===== src/rtl/hex_entry_display.sv =====
// hex_entry_display: keypad-style hex digit entry onto a row of 7-segment
// displays. Two raw active-low pushbuttons are synchronized and debounced.
// ENTER shifts the SW nibble in at the right-hand digit. CLEAR empties the
// display. Unused digit positions are blanked.
//
// Optional build macro: HEX_BLINK_EN. When defined, digit 0 blinks with
// period BLINK_PERIOD while at least one digit is held. The blink phase
// restarts on every accepted ENTER.
//
// Key handshake: there is no valid/ready pairing on this block. Each key
// produces a single-cycle event pulse (fall_o) that the top consumes
// unconditionally in the same cycle; nothing is ever back-pressured.

// Per-key synchronizer + debouncer + falling-edge (press) detector.
module hex_key_debounce #(
  parameter int unsigned DEBOUNCE_CYCLES = 500000
) (
  input  logic clk_i,
  input  logic rst_ni,
  input  logic key_i,
  output logic fall_o
);

  localparam int unsigned      CW       = $clog2(DEBOUNCE_CYCLES);
  localparam logic [CW-1:0]    CNT_LAST = CW'(DEBOUNCE_CYCLES - 1);

  logic          sync1_q;
  logic          sync2_q;
  logic          level_q;
  logic          level_d;
  logic          prev_q;
  logic [CW-1:0] cnt_q;
  logic [CW-1:0] cnt_d;

  // Two-flop synchronizer; idles at the released level (1).
  always_ff @(posedge clk_i or negedge rst_ni) begin
    if (!rst_ni) begin
      sync1_q <= 1'b1;
      sync2_q <= 1'b1;
    end else begin
      sync1_q <= key_i;
      sync2_q <= sync1_q;
    end
  end

  // Count consecutive cycles of disagreement; accept the new level on the last one.
  always_comb begin
    level_d = level_q;
    cnt_d   = '0;
    if (sync2_q != level_q) begin
      if (cnt_q == CNT_LAST) begin
        level_d = sync2_q;
        cnt_d   = '0;
      end else begin
        cnt_d = cnt_q + 1'b1;
      end
    end
  end

  // Debounced level, its delayed copy and the stability counter.
  always_ff @(posedge clk_i or negedge rst_ni) begin
    if (!rst_ni) begin
      level_q <= 1'b1;
      prev_q  <= 1'b1;
      cnt_q   <= '0;
    end else begin
      level_q <= level_d;
      prev_q  <= level_q;
      cnt_q   <= cnt_d;
    end
  end

  // A press is a debounced 1->0 transition, seen one cycle after it happens.
  assign fall_o = prev_q & ~level_q;

endmodule

// Top: digit shift register, count/overflow bookkeeping and registered segments.
module hex_entry_display #(
  parameter int unsigned NUM_DIGITS      = 6,
  parameter int unsigned DEBOUNCE_CYCLES = 500000,
  parameter int unsigned BLINK_PERIOD    = 25000000
) (
  input  logic                    CLOCK_50,
  input  logic                    RESETn,
  input  logic [3:0]              SW,
  input  logic                    KEY_ENTER,
  input  logic                    KEY_CLEAR,
  output logic [7*NUM_DIGITS-1:0] HEX,
  output logic [3:0]              COUNT,
  output logic                    OVERFLOW
);

  localparam logic [6:0] SEG_BLANK = 7'h7F;
  localparam logic [3:0] COUNT_MAX = 4'(NUM_DIGITS);

  logic                    enter_ev;
  logic                    clear_ev;
  logic                    enter_take;
  logic [3:0]              digits_q [NUM_DIGITS];
  logic [3:0]              digits_d [NUM_DIGITS];
  logic [3:0]              count_q;
  logic [3:0]              count_d;
  logic                    ovf_q;
  logic                    ovf_d;
  logic [7*NUM_DIGITS-1:0] hex_q;
  logic [7*NUM_DIGITS-1:0] hex_d;
  logic                    blink_blank;

  // Active-low g..a encoding of one hex nibble.
  function automatic logic [6:0] seg_encode(input logic [3:0] v);
    logic [6:0] s;
    case (v)
      4'h0: s = 7'h40;
      4'h1: s = 7'h79;
      4'h2: s = 7'h24;
      4'h3: s = 7'h30;
      4'h4: s = 7'h19;
      4'h5: s = 7'h12;
      4'h6: s = 7'h02;
      4'h7: s = 7'h78;
      4'h8: s = 7'h00;
      4'h9: s = 7'h10;
      4'hA: s = 7'h08;
      4'hB: s = 7'h03;
      4'hC: s = 7'h46;
      4'hD: s = 7'h21;
      4'hE: s = 7'h06;
      default: s = 7'h0E;
    endcase
    return s;
  endfunction

  hex_key_debounce #(.DEBOUNCE_CYCLES(DEBOUNCE_CYCLES)) u_enter_db (
    .clk_i  (CLOCK_50),
    .rst_ni (RESETn),
    .key_i  (KEY_ENTER),
    .fall_o (enter_ev)
  );

  hex_key_debounce #(.DEBOUNCE_CYCLES(DEBOUNCE_CYCLES)) u_clear_db (
    .clk_i  (CLOCK_50),
    .rst_ni (RESETn),
    .key_i  (KEY_CLEAR),
    .fall_o (clear_ev)
  );

  // CLEAR has priority: a simultaneous ENTER is dropped.
  assign enter_take = enter_ev & ~clear_ev;

  // Next digit/count/overflow state from the key events.
  always_comb begin
    digits_d = digits_q;
    count_d  = count_q;
    ovf_d    = ovf_q;
    if (clear_ev) begin
      for (int i = 0; i < NUM_DIGITS; i++) begin
        digits_d[i] = 4'h0;
      end
      count_d = 4'h0;
      ovf_d   = 1'b0;
    end else if (enter_take) begin
      for (int i = NUM_DIGITS - 1; i > 0; i--) begin
        digits_d[i] = digits_q[i-1];
      end
      digits_d[0] = SW;
      if (count_q == COUNT_MAX) begin
        ovf_d = 1'b1;
      end else begin
        count_d = count_q + 4'h1;
      end
    end
  end

`ifdef HEX_BLINK_EN
  localparam int unsigned   BW         = $clog2(BLINK_PERIOD);
  localparam logic [BW-1:0] BLINK_LAST = BW'(BLINK_PERIOD - 1);
  localparam logic [BW-1:0] BLINK_HALF = BW'(BLINK_PERIOD / 2);

  logic [BW-1:0] blink_q;
  logic [BW-1:0] blink_d;

  // Free-running blink phase, restarted by every accepted ENTER.
  always_comb begin
    blink_d = blink_q + 1'b1;
    if (enter_take || (blink_q == BLINK_LAST)) begin
      blink_d = '0;
    end
  end

  // Blink phase register.
  always_ff @(posedge CLOCK_50 or negedge RESETn) begin
    if (!RESETn) begin
      blink_q <= '0;
    end else begin
      blink_q <= blink_d;
    end
  end

  // Second half of the period blanks digit 0 (only matters when COUNT > 0).
  assign blink_blank = (blink_d >= BLINK_HALF);
`else
  assign blink_blank = 1'b0;

  // BLINK_PERIOD only shapes the blink build; this guard keeps its legal range visible.
  if (BLINK_PERIOD < 2) begin : g_blink_period_below_min
  end
`endif

  // Segment image for the state that is about to be registered.
  always_comb begin
    hex_d = '1;
    for (int i = 0; i < NUM_DIGITS; i++) begin
      if (4'(i) < count_d) begin
        hex_d[7*i +: 7] = seg_encode(digits_d[i]);
      end else begin
        hex_d[7*i +: 7] = SEG_BLANK;
      end
    end
    if (blink_blank && (count_d != 4'h0)) begin
      hex_d[6:0] = SEG_BLANK;
    end
  end

  // Digit store, count, overflow and the registered segment outputs.
  always_ff @(posedge CLOCK_50 or negedge RESETn) begin
    if (!RESETn) begin
      for (int i = 0; i < NUM_DIGITS; i++) begin
        digits_q[i] <= 4'h0;
      end
      count_q <= 4'h0;
      ovf_q   <= 1'b0;
      hex_q   <= '1;
    end else begin
      digits_q <= digits_d;
      count_q  <= count_d;
      ovf_q    <= ovf_d;
      hex_q    <= hex_d;
    end
  end

  assign HEX      = hex_q;
  assign COUNT    = count_q;
  assign OVERFLOW = ovf_q;

endmodule


===== config.mk =====
export PLATFORM = sky130hd
export DESIGN_NAME = hex_entry_display
export DESIGN_NICKNAME = d
export VERILOG_FILES = /design/src/rtl/hex_entry_display.sv
export SDC_FILE = /design/constraint.sdc
export NUM_CORES = 1
export LEC_CHECK = 0
export BUFFER_PORTS_ARGS = -buffer_cell sky130_fd_sc_hd__buf_2
export CORE_MARGIN = 4
export CORE_UTILIZATION = 40
export DETAILED_ROUTE_END_ITERATION = 16
export GPL_TIMING_DRIVEN = 1
export PLACE_DENSITY_LB_ADDON = 0.25
export SYNTH_ARGS = -nofsm -noshare
export SYNTH_HDL_FRONTEND = slang
export SYNTH_HIERARCHICAL = 1
export SYNTH_SLANG_ARGS = --single-unit

===== constraint.sdc =====
create_clock -name CLOCK_50 -period 2.5 [get_ports CLOCK_50]
set_input_delay 0.5 -clock CLOCK_50 [delete_from_list [all_inputs] [get_ports CLOCK_50]]
set_output_delay 0.5 -clock CLOCK_50 [all_outputs]
set_load 0.01 [all_outputs]

==> qor.txt <==
Unrepaired setup endpoints after global routing - false
Wire per inst - 16.1 µm
Routability Congestion - 0.882
GRT Overall Usage - 0.165
Detailed-route via count - 4771
P_leak - 3.08 nW
Drc violations - 0
Antenna violations before repair - 0
PortBufs - 54
Worst slew margin - 0.618
Largest family of logic cells by synthesized area - simple AND/OR/NAND/NOR gates
CTS tree - done
Total power - 4.57 mW
Post-route ant nets - 0
Synth Warn # - 6
Hold Path Class - primary input to register
Peak supply drop - 0.461 mV
Fin nets - 719
Worst EP arrival - 2.71 ns
Final Hold Vio Count - 0
Synthesized area - 0.00651 mm²
Post-synthesis sequential area ratio - 0.459
Min cycle time layout - 2.39 ns
Detailed Route Iter0 Violations - 208
Hold path cells - 1
DP Wirelength - 10400 µm
Die Span Y - 136 µm
Area after DPL - 0.00713 mm²
Global-route wire length before repair - 24100 µm
1st-pass router iterations - 4
Die Wd - 136 µm
Post-synthesis register bit count - 117
Worst hold slack - 0.182 ns
Area Growth Syn to Fin - 19.8%
Status - completed
Max Fclk - 419 MHz
Pwr Density - 586 mW/mm²
Rows - 46
Slew Viols, Final - 0
Diodes inserted - 0
H-tree levels - 4
Largest net degree at the start of global routing - 51
Period utilization - 0.956
Congestion Overflow GR - 0
Crit end category - register
Initial Util - 0.408
Dpl cells - 866
Fin Setup TNS - 0 ns
CTS max path bufs - 2
Ports - 55
Vias in the first global route - 4787
Worst Max-Slew Pin Slew - 0.572 ns
Commonest non-fill, non-tap cells in the layout - dfrtp_1 (67), buf_2 (53), dfstp_2 (50), nor2_1 (46), ha_1 (39)
CTS clock-pin slew for the worst setup and hold paths - 0.06 ns
Clock skew - 0.00669 ns
Final worst slack - 0.111 ns
Final instance area - 0.00780 mm²
Fin util - 0.489
Worst R2R Path Depth - 8
# Max-Cap Violations - 0
Xor-xnor portion of the synthesized cell area - 0.0404
Critical Path Source Type - register
Post-Synth Adder-Cell Area - 0.0769
CP max FO - 22
Post-synth EDFFs - 0
Ys async rst share - 1.00
Cell count after synthesis - 594
Final setup vio count - 0
Vias per Instance - 5.30
Die Area - 0.0184 mm²
Routed wire length - 14500 µm
Cts bufs inserted - 17
Commonest non-fill, non-tap cell in the layout - dfrtp_1
Req. time, crit path - 2.83 ns
Clock tree root driver cell - clkbuf_16
Multiplexer share of the synthesized area - 0.101
Layout Cells excl Fill - 900
Core footprint - 0.0159 mm²
Simple-gate area share of the yosys netlist - 0.172
Clk sink count - 117
Synth Flop Type - dfrtp_1
Clk Latency, worst-skew pair - 0.42 ns
Layout cells sized above 1 - 0.322
Compound-Gate Fraction of Synth Area - 0.106
Crit Path Class - register to register
Mapped Nets - 642
Pre-CTS WS - 0.0497 ns
Syn avg cell area - 11.0 µm²
Yosys cell types - 60
==> what timing repair did <==
| action | in CTS | in global routing |
|---|---|---|
| hold buffers | 1 | 0 |
| resized for setup | 0 | 8 |
| endpoints found under the setup margin | 0 | 5 |
| endpoints found under the hold margin | 11 | 0 |
| setup buffers | 0 | 1 |
==> sequential cells by signal, indices dropped and copies added, names as in the netlist <==
name and cells:
COUNT 4, HEX 42, OVERFLOW 1, digits_q 24
u_clear_db/cnt_q 19, u_clear_db/level_q 1, u_clear_db/prev_q 1, u_clear_db/sync1_q 1
u_clear_db/sync2_q 1, u_enter_db/cnt_q 19, u_enter_db/level_q 1, u_enter_db/prev_q 1
u_enter_db/sync1_q 1, u_enter_db/sync2_q 1
==> cells in the mapped netlist, types with 10 or more instances <==
library cell,n,share of area
nand2_1,23,0.013
buf_2,11,0.0085
nor2_1,53,0.031
a21oi_1,20,0.015
inv_1,35,0.020
ha_1,40,0.077
nor4_1,13,0.012
mux2i_1,36,0.055
o221ai_1,20,0.027
nand3_1,31,0.024
dfstp_2,50,0.20
dfrtp_1,67,0.26
o211ai_1,10,0.012
mux2_2,12,0.021
xnor2_1,26,0.035
nor3_1,22,0.017
==> final timing paths <==
path / endpoint / from / slack (ns)
worst min-delay path: u_clear_db/sync1_q$_DFF_PN1_ / KEY_CLEAR / 0.18
worst max register to register: HEX[3]$_DFF_PN1_ / u_enter_db/prev_q$_DFF_PN1_ / 0.11
worst max-delay path: HEX[3]$_DFF_PN1_ / u_enter_db/prev_q$_DFF_PN1_ / 0.11
worst min register to register: u_enter_db/sync2_q$_DFF_PN1_ / u_enter_db/sync1_q$_DFF_PN1_ / 0.36
max in group asynchronous: HEX[21]$_DFF_PN1_ / RESETn / 1.29
min in group asynchronous: u_clear_db/cnt_q[11]$_DFF_PN0_ / RESETn / 0.52
==> logic make-up (layout without fill, tap and decap cells) <==
family,Yosys count,in the layout
flip-flops,117,117
buffers and inverters,60,150
multiplexers,56,56
AO/OA/AOI/OAI,86,86
adder cells (fa/ha/maj),40,40
AND/OR/NAND/NOR,205,205
XOR/XNOR,30,30
==> where the power goes <==
| part | internal, mW | switching (mW) |
|---|---|---|
| Combinational | 0.0258 | 0.0584 |
| Clock | 1.69 | 0.872 |
| Sequential | 1.91 | 0.0132 |
==> layer usage <==
layer  global-route usage  part of all wire  up-vias
li1                     -                 -     2283
met1                0.211              0.45     2362
met2                0.273              0.49      103
met3               0.0483             0.044       23
met4               0.0510             0.015        0
met5                    0                 0        -
==> critical path: stages (launching register included) <==
cell	delay (ns)
dfstp_2	0.51
nor2b_4	0.21
buf_12	0.21
mux2i_2	0.27
nor2_2	0.09
buf_4	0.15
ha_1	0.24
mux4_2	0.45
o21bai_1	0.17
==> cell type report <==
type	count	area [µm²]
Fill cell	1477	8150
Clock buffer	19	443
Sequential cell	117	2990
Timing Repair Buffer	79	488
Tap cell	216	270
Inverter	39	149
Multi-Input combinational cell	417	3280
Clock inverter	13	181
(Power assumes the default switching activity.)
